===== config.mk =====
export PLATFORM = sky130hd
export DESIGN_NAME = id_ex_stage_flat
export DESIGN_NICKNAME = d
export VERILOG_FILES = /design/src/rtl/pipe_pkg.sv /design/src/rtl/id_ex_stage_if.sv /design/src/rtl/id_ex_stage_load_use_detect.sv /design/src/rtl/id_ex_stage.sv /design/src/flat_wrapper.sv
export SDC_FILE = /design/constraint.sdc
export NUM_CORES = 1
export LEC_CHECK = 0
export ABC_AREA = 1
export CAP_MARGIN = 20
export CORE_AREA = 4 4 132 134
export CTS_CLUSTER_DIAMETER = 40
export CTS_CLUSTER_SIZE = 20
export DETAILED_ROUTE_END_ITERATION = 10
export DIE_AREA = 0 0 136 138
export GPL_ROUTABILITY_DRIVEN = 0
export PLACE_DENSITY = 0.79
export SYNTH_ARGS = -nofsm -noshare
export SYNTH_HDL_FRONTEND = slang
export SYNTH_SLANG_ARGS = --single-unit

===== constraint.sdc =====
create_clock -name clk -period 3.5 [get_ports clk]
set_input_delay 0.525 -clock clk [delete_from_list [all_inputs] [get_ports clk]]
set_output_delay 0.525 -clock clk [all_outputs]
set_load 0.01 [all_outputs]

===== src/rtl/pipe_pkg.sv =====
// +----------------------------------------------------------------------------+
// | Module      : pipe_pkg                                                     |
// | Description : Shared opcode/ALUop constants and EX-stage control struct.   |
// | Revision    : 1.0 - initial release                                        |
// +----------------------------------------------------------------------------+
`default_nettype none

package pipe_pkg;

    localparam logic [5:0] OP_LW  = 6'h23;
    localparam logic [5:0] OP_LBU = 6'h24;
    localparam logic [5:0] OP_SW  = 6'h2b;

    localparam logic [3:0] ALU_AND  = 4'h0;
    localparam logic [3:0] ALU_OR   = 4'h1;
    localparam logic [3:0] ALU_XOR  = 4'h2;
    localparam logic [3:0] ALU_NOR  = 4'h3;
    localparam logic [3:0] ALU_SLL  = 4'h4;
    localparam logic [3:0] ALU_ADD  = 4'h5;
    localparam logic [3:0] ALU_SUB  = 4'h6;
    localparam logic [3:0] ALU_SRL  = 4'h7;
    localparam logic [3:0] ALU_SRA  = 4'h8;
    localparam logic [3:0] ALU_LUI  = 4'h9;
    localparam logic [3:0] ALU_SLTU = 4'ha;
    localparam logic [3:0] ALU_SLT  = 4'hb;

    // Control fields carried from ID through EX into EX/MEM.
    typedef struct packed {
        logic [3:0] aluop;
        logic       dmload;
        logic       dmstr;
        logic       dmsel;
        logic       regwr;
    } ex_ctrl_t;

endpackage

`default_nettype wire


===== src/rtl/id_ex_stage_if.sv =====
// +----------------------------------------------------------------------------+
// | Module      : id_ex_if                                                     |
// | Description : ID-side inputs and EX-side outputs of the ID/EX stage.       |
// | Revision    : 1.0 - initial release                                        |
// +----------------------------------------------------------------------------+
`default_nettype none

interface id_ex_if #(
    parameter int DW   = 32,
    parameter int RW   = 5,
    parameter int CNTW = 32
);
    logic          id_valid;
    logic [3:0]    id_aluop;
    logic          id_dmload;
    logic          id_dmstr;
    logic          id_dmsel;
    logic [RW-1:0] id_ra;
    logic [RW-1:0] id_rb;
    logic [RW-1:0] id_rd;
    logic          id_regwr;
    logic [DW-1:0] id_a;
    logic [DW-1:0] id_b;
    logic [15:0]   id_imm;
    logic [DW-1:0] id_pc;
    logic          flush;

    logic          ex_valid;
    logic [3:0]    ex_aluop;
    logic          ex_dmload;
    logic          ex_dmstr;
    logic          ex_dmsel;
    logic [RW-1:0] ex_ra;
    logic [RW-1:0] ex_rb;
    logic [RW-1:0] ex_rd;
    logic          ex_regwr;
    logic [DW-1:0] ex_a;
    logic [DW-1:0] ex_b;
    logic [15:0]   ex_imm;
    logic [DW-1:0] ex_pc;
    logic          stall;
    logic [CNTW-1:0] stall_cnt;
    logic [CNTW-1:0] flush_cnt;

    modport master (
        output id_valid, id_aluop, id_dmload, id_dmstr, id_dmsel, id_ra, id_rb,
               id_rd, id_regwr, id_a, id_b, id_imm, id_pc, flush,
        input  ex_valid, ex_aluop, ex_dmload, ex_dmstr, ex_dmsel, ex_ra, ex_rb,
               ex_rd, ex_regwr, ex_a, ex_b, ex_imm, ex_pc, stall, stall_cnt,
               flush_cnt
    );

    modport slave (
        input  id_valid, id_aluop, id_dmload, id_dmstr, id_dmsel, id_ra, id_rb,
               id_rd, id_regwr, id_a, id_b, id_imm, id_pc, flush,
        output ex_valid, ex_aluop, ex_dmload, ex_dmstr, ex_dmsel, ex_ra, ex_rb,
               ex_rd, ex_regwr, ex_a, ex_b, ex_imm, ex_pc, stall, stall_cnt,
               flush_cnt
    );
endinterface

`default_nettype wire


===== src/rtl/id_ex_stage_load_use_detect.sv =====
// +----------------------------------------------------------------------------+
// | Module      : load_use_detect                                              |
// | Description : Combinational load-use hazard check, ID sources vs EX load.  |
// | Revision    : 1.0 - initial release                                        |
// +----------------------------------------------------------------------------+
`default_nettype none

module load_use_detect #(
    parameter int RW = 5
) (
    input  wire logic          i_id_valid,
    input  wire logic [RW-1:0] i_id_ra,
    input  wire logic [RW-1:0] i_id_rb,
    input  wire logic          i_ex_valid,
    input  wire logic          i_ex_dmload,
    input  wire logic          i_ex_regwr,
    input  wire logic [RW-1:0] i_ex_rd,
    output logic               o_hazard
);
    logic w_ex_load;
    logic w_src_match;

    // rb is included: store data has no MEM-to-MEM forward path.
    assign w_ex_load   = i_ex_valid & i_ex_dmload & i_ex_regwr & (i_ex_rd != '0);
    assign w_src_match = (i_ex_rd == i_id_ra) | (i_ex_rd == i_id_rb);
    assign o_hazard    = i_id_valid & w_ex_load & w_src_match;
endmodule

`default_nettype wire


===== src/rtl/id_ex_stage.sv =====
// +----------------------------------------------------------------------------+
// | Module      : id_ex_stage                                                  |
// | Description : ID/EX pipeline register with load-use stall and flush.       |
// |               STALL_CNT_EN enables the stall/flush statistics counters.    |
// | Revision    : 1.0 - initial release                                        |
// +----------------------------------------------------------------------------+
`default_nettype none

module id_ex_stage
    import pipe_pkg::*;
#(
    parameter int DW   = 32,
    parameter int RW   = 5,
    parameter int CNTW = 32
) (
    input  wire logic clk,
    input  wire logic rst_n,
    id_ex_if.slave    bus
);
    logic          r_valid;
    ex_ctrl_t      r_ctrl;
    logic [RW-1:0] r_ra;
    logic [RW-1:0] r_rb;
    logic [RW-1:0] r_rd;
    logic [DW-1:0] r_a;
    logic [DW-1:0] r_b;
    logic [15:0]   r_imm;
    logic [DW-1:0] r_pc;

    ex_ctrl_t w_id_ctrl;
    logic     w_hazard;
    logic     w_stall;
    logic     w_bubble;

    assign w_id_ctrl = '{aluop:  bus.id_aluop,
                         dmload: bus.id_dmload,
                         dmstr:  bus.id_dmstr,
                         dmsel:  bus.id_dmsel,
                         regwr:  bus.id_regwr};

    load_use_detect #(.RW(RW)) u_detect (
        .i_id_valid  (bus.id_valid),
        .i_id_ra     (bus.id_ra),
        .i_id_rb     (bus.id_rb),
        .i_ex_valid  (r_valid),
        .i_ex_dmload (r_ctrl.dmload),
        .i_ex_regwr  (r_ctrl.regwr),
        .i_ex_rd     (r_rd),
        .o_hazard    (w_hazard)
    );

    // A flush discards the held instruction, so it never needs a stall.
    assign w_stall  = w_hazard & ~bus.flush;
    assign w_bubble = w_hazard | bus.flush;

    always_ff @(posedge clk) begin
        if (!rst_n || w_bubble) begin
            r_valid <= 1'b0;
            r_ctrl  <= '0;
            r_ra    <= '0;
            r_rb    <= '0;
            r_rd    <= '0;
            r_a     <= '0;
            r_b     <= '0;
            r_imm   <= '0;
            r_pc    <= '0;
        end else begin
            r_valid <= bus.id_valid;
            r_ctrl  <= w_id_ctrl;
            r_ra    <= bus.id_ra;
            r_rb    <= bus.id_rb;
            r_rd    <= bus.id_rd;
            r_a     <= bus.id_a;
            r_b     <= bus.id_b;
            r_imm   <= bus.id_imm;
            r_pc    <= bus.id_pc;
        end
    end

`ifdef STALL_CNT_EN
    localparam logic [CNTW-1:0] c_cnt_one = {{(CNTW-1){1'b0}}, 1'b1};

    logic [CNTW-1:0] r_stall_cnt;
    logic [CNTW-1:0] r_flush_cnt;

    // Saturating counters: hold at all-ones instead of wrapping.
    always_ff @(posedge clk) begin
        if (!rst_n) begin
            r_stall_cnt <= '0;
            r_flush_cnt <= '0;
        end else begin
            if (w_stall && (r_stall_cnt != '1))
                r_stall_cnt <= r_stall_cnt + c_cnt_one;
            if (bus.flush && bus.id_valid && (r_flush_cnt != '1))
                r_flush_cnt <= r_flush_cnt + c_cnt_one;
        end
    end

    assign bus.stall_cnt = r_stall_cnt;
    assign bus.flush_cnt = r_flush_cnt;
`else
    assign bus.stall_cnt = '0;
    assign bus.flush_cnt = '0;
`endif

    assign bus.ex_valid  = r_valid;
    assign bus.ex_aluop  = r_ctrl.aluop;
    assign bus.ex_dmload = r_ctrl.dmload;
    assign bus.ex_dmstr  = r_ctrl.dmstr;
    assign bus.ex_dmsel  = r_ctrl.dmsel;
    assign bus.ex_regwr  = r_ctrl.regwr;
    assign bus.ex_ra     = r_ra;
    assign bus.ex_rb     = r_rb;
    assign bus.ex_rd     = r_rd;
    assign bus.ex_a      = r_a;
    assign bus.ex_b      = r_b;
    assign bus.ex_imm    = r_imm;
    assign bus.ex_pc     = r_pc;
    assign bus.stall     = w_stall;
endmodule

`default_nettype wire


===== src/flat_wrapper.sv =====
// flat-port wrapper written by rule: the top's interface ports become plain ports
module id_ex_stage_flat import pipe_pkg::*;
#(
    parameter int DW   = 32,
    parameter int RW   = 5,
    parameter int CNTW = 32
)
  (clk, rst_n, bus_id_valid, bus_id_aluop, bus_id_dmload, bus_id_dmstr, bus_id_dmsel, bus_id_ra, bus_id_rb, bus_id_rd, bus_id_regwr, bus_id_a, bus_id_b, bus_id_imm, bus_id_pc, bus_flush, bus_ex_valid, bus_ex_aluop, bus_ex_dmload, bus_ex_dmstr, bus_ex_dmsel, bus_ex_ra, bus_ex_rb, bus_ex_rd, bus_ex_regwr, bus_ex_a, bus_ex_b, bus_ex_imm, bus_ex_pc, bus_stall, bus_stall_cnt, bus_flush_cnt);
  id_ex_if #(.DW(DW), .RW(RW), .CNTW(CNTW)) bus_i ();
  input  wire logic clk;
  input  wire logic rst_n;
  input wire logic [$bits(bus_i.id_valid)-1:0] bus_id_valid;
  input wire logic [$bits(bus_i.id_aluop)-1:0] bus_id_aluop;
  input wire logic [$bits(bus_i.id_dmload)-1:0] bus_id_dmload;
  input wire logic [$bits(bus_i.id_dmstr)-1:0] bus_id_dmstr;
  input wire logic [$bits(bus_i.id_dmsel)-1:0] bus_id_dmsel;
  input wire logic [$bits(bus_i.id_ra)-1:0] bus_id_ra;
  input wire logic [$bits(bus_i.id_rb)-1:0] bus_id_rb;
  input wire logic [$bits(bus_i.id_rd)-1:0] bus_id_rd;
  input wire logic [$bits(bus_i.id_regwr)-1:0] bus_id_regwr;
  input wire logic [$bits(bus_i.id_a)-1:0] bus_id_a;
  input wire logic [$bits(bus_i.id_b)-1:0] bus_id_b;
  input wire logic [$bits(bus_i.id_imm)-1:0] bus_id_imm;
  input wire logic [$bits(bus_i.id_pc)-1:0] bus_id_pc;
  input wire logic [$bits(bus_i.flush)-1:0] bus_flush;
  output wire logic [$bits(bus_i.ex_valid)-1:0] bus_ex_valid;
  output wire logic [$bits(bus_i.ex_aluop)-1:0] bus_ex_aluop;
  output wire logic [$bits(bus_i.ex_dmload)-1:0] bus_ex_dmload;
  output wire logic [$bits(bus_i.ex_dmstr)-1:0] bus_ex_dmstr;
  output wire logic [$bits(bus_i.ex_dmsel)-1:0] bus_ex_dmsel;
  output wire logic [$bits(bus_i.ex_ra)-1:0] bus_ex_ra;
  output wire logic [$bits(bus_i.ex_rb)-1:0] bus_ex_rb;
  output wire logic [$bits(bus_i.ex_rd)-1:0] bus_ex_rd;
  output wire logic [$bits(bus_i.ex_regwr)-1:0] bus_ex_regwr;
  output wire logic [$bits(bus_i.ex_a)-1:0] bus_ex_a;
  output wire logic [$bits(bus_i.ex_b)-1:0] bus_ex_b;
  output wire logic [$bits(bus_i.ex_imm)-1:0] bus_ex_imm;
  output wire logic [$bits(bus_i.ex_pc)-1:0] bus_ex_pc;
  output wire logic [$bits(bus_i.stall)-1:0] bus_stall;
  output wire logic [$bits(bus_i.stall_cnt)-1:0] bus_stall_cnt;
  output wire logic [$bits(bus_i.flush_cnt)-1:0] bus_flush_cnt;
  assign bus_i.id_valid = bus_id_valid;
  assign bus_i.id_aluop = bus_id_aluop;
  assign bus_i.id_dmload = bus_id_dmload;
  assign bus_i.id_dmstr = bus_id_dmstr;
  assign bus_i.id_dmsel = bus_id_dmsel;
  assign bus_i.id_ra = bus_id_ra;
  assign bus_i.id_rb = bus_id_rb;
  assign bus_i.id_rd = bus_id_rd;
  assign bus_i.id_regwr = bus_id_regwr;
  assign bus_i.id_a = bus_id_a;
  assign bus_i.id_b = bus_id_b;
  assign bus_i.id_imm = bus_id_imm;
  assign bus_i.id_pc = bus_id_pc;
  assign bus_i.flush = bus_flush;
  assign bus_ex_valid = bus_i.ex_valid;
  assign bus_ex_aluop = bus_i.ex_aluop;
  assign bus_ex_dmload = bus_i.ex_dmload;
  assign bus_ex_dmstr = bus_i.ex_dmstr;
  assign bus_ex_dmsel = bus_i.ex_dmsel;
  assign bus_ex_ra = bus_i.ex_ra;
  assign bus_ex_rb = bus_i.ex_rb;
  assign bus_ex_rd = bus_i.ex_rd;
  assign bus_ex_regwr = bus_i.ex_regwr;
  assign bus_ex_a = bus_i.ex_a;
  assign bus_ex_b = bus_i.ex_b;
  assign bus_ex_imm = bus_i.ex_imm;
  assign bus_ex_pc = bus_i.ex_pc;
  assign bus_stall = bus_i.stall;
  assign bus_stall_cnt = bus_i.stall_cnt;
  assign bus_flush_cnt = bus_i.flush_cnt;
  id_ex_stage #(.DW(DW), .RW(RW), .CNTW(CNTW)) u_core (.clk(clk), .rst_n(rst_n), .bus(bus_i));
endmodule

==> flow_metrics.py <==
metrics = {
    "setup_path": {
        "crit_arrival_ns": 2.17,
        "cp_num_buf_inv": 3,
        "crit_start": "bus_id_rb[0]",
        "rrSetupSlack_ns": 1.65,
        "worstSetupPathType": "input pin to primary output",
        "cp_slowest_cell": "clkdlybuf4s50_1",
        "critPathCaptureType": "primary output",
        "cpLargestDelayFamily": "buffers and inverters",
        "crit_end": "bus_stall",
        "crit_fanout": 3,
        "timing.rr.end": "u_core.bus.ex_aluop[0]$_SDFF_PP0_",
        "required_ns": 2.97,
        "start_kind": "input pin",
        "reg2regPathDepth": 10,
        "worstSetupPathDepth": 10,
        "crit_chain": "clkdlybuf4s50_1 -> nand2_1 -> inv_1 -> nor2_1 -> nor2_1 -> nand3_1 -> nand2_1 -> nand2_1 -> nor2_1 -> clkdlybuf4s50_1",
        "reg2reg_from": "u_core.bus.ex_rd[0]$_SDFF_PP0_",
        "slowest_delay_ns": 0.54,
    },
    "clock_tree": {
        "cts_tree": "built",
        "cts_buffer_depth": 2,
        "path_clk_slew_ns": 0.07,
        "insertion_delay_ns": 0.41,
        "cts_setup_buffers": 0,
        "cts_buffers": 17,
        "cts_max_level": 4,
        "cts-resized-gates": 0,
        "hold_buffers": 0,
        "cts.sinks": 136,
        "cts_root_buffer": "clkbuf_16",
    },
    "floorplan": {
        "rows": 47,
        "core_sq_um": 16300,
        "num_io_pins": 340,
        "die_h_microns": 138,
        "die_x_microns": 136,
        "fp.dieArea_sq_um": 18800,
        "initial_core_util": 0.278,
    },
    "timing": {
        "finalCritPeriodShare": 0.769,
        "finClkSkew_ns": 0.0141,
        "fmax_mhz": 372,
        "final_hold_viol_count": 0,
        "period_needed_ns": 2.69,
        "whs_ns": 0.629,
        "rsz0062_at_grt": "false",
        "fin_tns_setup_ns": 0,
        "drv_slew": 0,
        "finalSetupViolCount": 0,
    },
    "route": {
        "wl_per_cell_microns": 12.3,
        "drt_wl_total_mm": 12.9,
        "drt_iter0_drc": 67,
        "drt_first_pass_iters": 4,
        "viasPerCell": 3.62,
        "vias": 3804,
        "drc": 0,
        "final_antenna_net_count": 0,
    },
    "final_layout": {
        "antennaDiodeCount": 0,
        "drive_above_1_share": 0.0458,
        "fillers": 1513,
        "nets": 956,
        "area_delta_synth_final_pct": 73.9,
    },
    "synthesis": {
        "ys_warn_count": 0,
        "synth.largest_area_cell": "dfxtp_1",
        "ys_ff_latch": 136,
        "synth.cell_area_sq_um": 4530,
        "yosys.cell_types.count": 14,
        "netlist_instances": 536,
        "synth.top_cell.area_share": 0.601,
        "syn_avg_cell_area_sq_um": 8.45,
        "synth_seq_area_share": 0.601,
        "synthTopCellsByArea": "dfxtp_1, nor2_1, inv_1",
    },
    "pwr": {
        "power_leakage_nw": 3.81,
        "powerDensity_nw_per_um2": 499,
        "ir_drop_uv": 343,
    },
    "status": {
        "status": "completed",
    },
    "grt": {
        "grt_antenna_before_repair": 0,
        "grt_pass1_vias": 3786,
        "grt_max_degree": 58,
        "grt_first_pass_wirelength_mm": 19.1,
        "grt.overflow.total": 0,
        "track_usage": 0.132,
    },
    "placed_design": {
        "dp_hpwl_mm": 10.4,
        "io_buffers": 275,
    },
    "min_path": {
        "hold_path.class": "input pin to flop",
    },
    "job": {
        "drv_cap": 0,
    },
}
[metal layers]
layer | routed length, microns | share of wire | global-route usage | up-vias
li1 | - | - | - | 1912
met1 | 4440 | 0.34 | 0.128 | 1644
met2 | 6560 | 0.51 | 0.241 | 226
met3 | 1600 | 0.12 | 0.0538 | 22
met4 | 310 | 0.024 | 0.0605 | 0
met5 | 0 | 0 | 0 | -
[where the power goes]
group	total (mW)	leakage (nW)	internal (mW)	switching, mW
sequential	1.63	1.12	1.61	0.0191
combinational	0.452	2.39	0.267	0.185
clock	1.85	0.299	1.09	0.762
total	3.94	3.81	2.97	0.966
[worst min path at each step]
stage	startpoint	end	slack, ns	cells past startpoint
2_1_floorplan	bus_id_a[0]	u_core.bus.ex_a[0]$_SDFF_PP0_	0.64	2
3_3_place_gp	bus_id_a[30]	u_core.bus.ex_a[30]$_SDFF_PP0_	1.05	3
3_5_place_dp	bus_id_b[22]	u_core.bus.ex_b[22]$_SDFF_PP0_	1.05	3
4_1_cts	bus_id_b[22]	u_core.bus.ex_b[22]$_SDFF_PP0_	0.60	3
5_1_grt	bus_id_b[8]	u_core.bus.ex_b[8]$_SDFF_PP0_	0.61	3
6_report	bus_id_b[22]	u_core.bus.ex_b[22]$_SDFF_PP0_	0.63	3
[worst register-to-register path, delay by kind of cell, from the launching register on]
family | cells | cell delay [ns]
buffers and inverters | 2 | 0.41
AND/OR/NAND/NOR | 8 | 0.90
flip-flops | 1 | 0.43
[logic make-up (layout without fill, tap and decap cells)]
logic type | count (synthesis) | in the layout | share of synthesized area
AO/OA/AOI/OAI | 1 | 1 | 0.00110
buffers and inverters | 221 | 452 | 0.247
flip-flops | 136 | 136 | 0.601
AND/OR/NAND/NOR | 175 | 175 | 0.147
XOR/XNOR | 2 | 2 | 0.00387
other | 1 | 64 | 0.000827
[cell usage in the layout, fill, tap and decap left out]
| cell | synthesis | final |
|---|---|---|
| buf_12 | 0 | 2 |
| bufinv_16 | 0 | 2 |
| clkbuf_16 | 0 | 17 |
| clkdlybuf4s50_1 | 0 | 275 |
| clkinv_8 | 0 | 2 |
| clkinvlp_4 | 0 | 2 |
| conb_1 | 1 | 64 |
| dfxtp_1 | 136 | 136 |
| inv_1 | 140 | 140 |
| inv_2 | 3 | 3 |
| inv_6 | 0 | 5 |
| inv_8 | 0 | 4 |
| nand2_1 | 26 | 26 |
| nand2_4 | 0 | 1 |
| nand3_1 | 2 | 2 |
| nand4_1 | 1 | 1 |
| nor2_1 | 145 | 145 |
| o21ai_1 | 1 | 1 |
| xnor2_1 | 2 | 2 |
[layout make-up]
cell class              instances  area, sq um  share of cell area
repair buffers                277         2790               0.354
flip-flops and latches        136         2720               0.345
multi-input cells             242          932               0.118
inverters                     143          537              0.0681
clock buffers                  17          425              0.0540
well taps                     220          275              0.0349
clock inverters                15          196              0.0249
[through the flow]
step | cell area [sq um] | power [mW] | utilization | setup WS (ns) | cells
detailed placement | 7260 | 2.12 | 0.446 | 0.800 | 1018
CTS | 7880 | 4.00 | 0.484 | 0.796 | 1050
finish | 7880 | 3.94 | 0.484 | 0.810 | 1050
floorplan | 4770 | 1.87 | - | 1.88 | 599
global route | 7880 | 4.11 | 0.484 | 0.680 | 1050
global placement | 7260 | 2.11 | 0.446 | 0.819 | 1018
[flip-flops by register name (all words and copies together), names as in the netlist]
| register | cells |
|---|---|
| u_core.bus.ex_b | 32 |
| u_core.bus.ex_a | 32 |
| u_core.bus.ex_regwr | 1 |
| u_core.bus.ex_pc | 32 |
| u_core.bus.ex_ra | 5 |
| u_core.bus.ex_aluop | 4 |
| u_core.bus.ex_imm | 16 |
| u_core.bus.ex_rd | 5 |
| u_core.bus.ex_dmstr | 1 |
| u_core.bus.ex_valid | 1 |
| u_core.bus.ex_rb | 5 |
| u_core.bus.ex_dmload | 1 |
| u_core.bus.ex_dmsel | 1 |
[cells in the mapped netlist]
master   number
nand4_1       1
inv_2         3
o21ai_1       1
buf_6         5
nand3_1       2
nor2_1      145
inv_1       140
xnor2_1       2
nand2_1      26
buf_4        64
dfxtp_1     136
conb_1        1
buf_2         9
nand2_2       1
Note: power is estimated with default switching activity, not from simulation.
==> variant: new RTL, config.mk and constraints unchanged <==
Add a define of `STALL_CNT_EN`.
--- a/src/rtl/id_ex_stage.sv
+++ b/src/rtl/id_ex_stage.sv
@@ -5,6 +5,8 @@
 // | Revision    : 1.0 - initial release                                        |
 // +----------------------------------------------------------------------------+
 `default_nettype none
+
+`define STALL_CNT_EN
 
 module id_ex_stage
     import pipe_pkg::*;
Function: changed (a bounded check fails within 4 cycles, from zero or initial values and one cycle with rst_n low).
==> variant against the original RTL <==
Sequential cell count up 64. Die area unchanged. Synthesized area up 74%. Critical path type unchanged. Routed wire length up 96%. Cell area up 52%. Total power up 21%. Clock skew up 0.0027 ns. Largest cell class is now sequential cells. Setup slack worse by 0.17 ns. Via count up 100%.
==> variant: results (changes against the original RTL) <==
- Status: finished clean (unchanged).
* First drt pass iteration count: 5 (was 4)
* Wire length of the first global-routing pass: 39,160 µm (was 19,130 µm)
* Pin count of the biggest net entering global routing: 64 (was 58)
- Area after DPL: 0.01140 mm² (was 0.007259 mm²)
- The later-pin clock latency in the skew report was 0.44 ns (was 0.41 ns).
- Cells taking the most area after synthesis: sky130_fd_sc_hd__dfxtp_1, sky130_fd_sc_hd__nor2_1, sky130_fd_sc_hd__nand2_1, sky130_fd_sc_hd__inv_1, sky130_fd_sc_hd__nand3_1 (was sky130_fd_sc_hd__dfxtp_1, sky130_fd_sc_hd__nor2_1, sky130_fd_sc_hd__inv_1, sky130_fd_sc_hd__buf_4, sky130_fd_sc_hd__nand2_1)
* GR met1 Demand/Resource: 0.2685 (was 0.1277)
- Register-to-Register Setup Slack: 1.28 ns (was 1.65 ns)
* Total length of routed met3 wires: 2570 µm (was 1599 µm)
* Final min period: 2.856 ns (was 2.690 ns)
- The worst min-delay path startpoint is u_core.bus.flush_cnt[28]$_SDFFE_PN0P_ (was bus_id_b[22]).
- The net count reported at finish came to 1,575 (was 956).
* Arr. time, crit path: 2.33 ns (was 2.17 ns)
- The count of placed standard cells in the final layout, fillers left out is 1,669 (was 1,050).
- The number of unique standard cell types used by synthesis came to 30 (was 14).
- Detailed Route WL: 25,230 µm (was 12,910 µm)
- Clock tree skew after final layout: 0.01678 ns (was 0.01411 ns)
- Setup slack at placement: 0.6311 ns (was 0.7998 ns)
- Worst min-delay path category: reg -> reg (was in -> reg)
* GR Layer Usage met2: 0.4871 (was 0.2407)
- The endpoint of the lowest-slack register-to-register path is u_core.bus.flush_cnt[7]$_SDFFE_PN0P_ (was u_core.bus.ex_aluop[0]$_SDFF_PP0_).
- Overall routing resource usage: 0.2669 (was 0.1318)
* DRT iter0 DRCs: 401 (was 67)
* Hold path depth: 2 (was 3)
- The highest cell delay on the worst timing path came to 0.58 ns (was 0.54 ns).
* Met3 layer usage reported by global route: 0.1275 (was 0.05378)
* Share of synthesized area occupied by flip-flops and latches: 0.5077 (was 0.6008)
- The number of instances in the synthesized netlist is 1,102 (was 536).
- Worst r2r src: u_core.bus.flush_cnt[1]$_SDFFE_PN0P_ (was u_core.bus.ex_rd[0]$_SDFF_PP0_)
- The number of global-route vias before repair came to 7,244 (was 3,786).
* Maximum vdd drop: 425.3 µV (was 342.6 µV)
- The capture endpoint of the worst hold path is u_core.bus.flush_cnt[28]$_SDFFE_PN0P_ (was u_core.bus.ex_b[22]$_SDFF_PP0_).
* Total routed wire length on the met1 layer: 8893 µm (was 4438 µm)
- The routed length on met2 was 13,270 µm (was 6558 µm).
- Number of fill cells: 1,327 (was 1,513)
- Port Buf Inserts: 339 (was 275)
- Most common library cells after synthesis: sky130_fd_sc_hd__nor2_1, sky130_fd_sc_hd__nand2_1, sky130_fd_sc_hd__dfxtp_1 (was sky130_fd_sc_hd__nor2_1, sky130_fd_sc_hd__inv_1, sky130_fd_sc_hd__dfxtp_1)
* Smallest hold slack: 0.4881 ns (was 0.6293 ns)
- The critical path launch point is bus_id_ra[4] (was bus_id_rb[0]).
==> variant: changes by cell type in the layout (fill, tap and decap cells not counted), moves of 11 or more <==
cell and delta:
sky130_fd_sc_hd__nand2_1 +226, sky130_fd_sc_hd__nor2_1 +134, sky130_fd_sc_hd__clkdlybuf4s50_1 +64, sky130_fd_sc_hd__conb_1 -64, sky130_fd_sc_hd__dfxtp_1 +64, sky130_fd_sc_hd__inv_1 +40
sky130_fd_sc_hd__nand3_1 +32, sky130_fd_sc_hd__a21oi_1 +30, sky130_fd_sc_hd__nor3_1 +17, sky130_fd_sc_hd__nand4_1 +13, sky130_fd_sc_hd__nor2_2 +12, sky130_fd_sc_hd__xor2_1 +11
==> variant: tightest hold or removal path, delay by kind of cell, from the launching register on <==
family,cells,cell delay [ns]
DFF,1,0.33
AOI/OAI and AO/OA,1,0.06
buffers and inverters,1,0.05
==> variant: cells by family after synthesis <==
group,synth area share
and+or+nand+nor,0.3303
DFF,0.5077
AOI/OAI and AO/OA,0.02443
xor gates and xnor gates,0.01777
adders and majority gates,0.003173
buffers and inverters,0.1166
==> variant: layout make-up <==
| type | count | area [µm²] | share of cell area |
|---|---|---|---|
| well taps | 220 | 275.3 | 0.02300 |
| inverters | 185 | 694.4 | 0.05801 |
| multi-input cells | 687 | 2975 | 0.2486 |
| clock buffers | 19 | 442.9 | 0.03700 |
| flip-flops and latches | 200 | 4004 | 0.3345 |
| diodes | 2 | 5.005 | 0.0004181 |
| clock inverters | 13 | 125.1 | 0.01045 |
| repair buffers | 343 | 3448 | 0.2881 |
==> variant: power by group <==
| part | internal (mW) | total (mW) | switching, mW |
|---|---|---|---|
| clock network | 0.966 | 1.92 | 0.949 |
| registers | 2.34 | 2.36 | 0.0209 |
| logic | 0.280 | 0.475 | 0.195 |
| total | 3.58 | 4.75 | 1.17 |
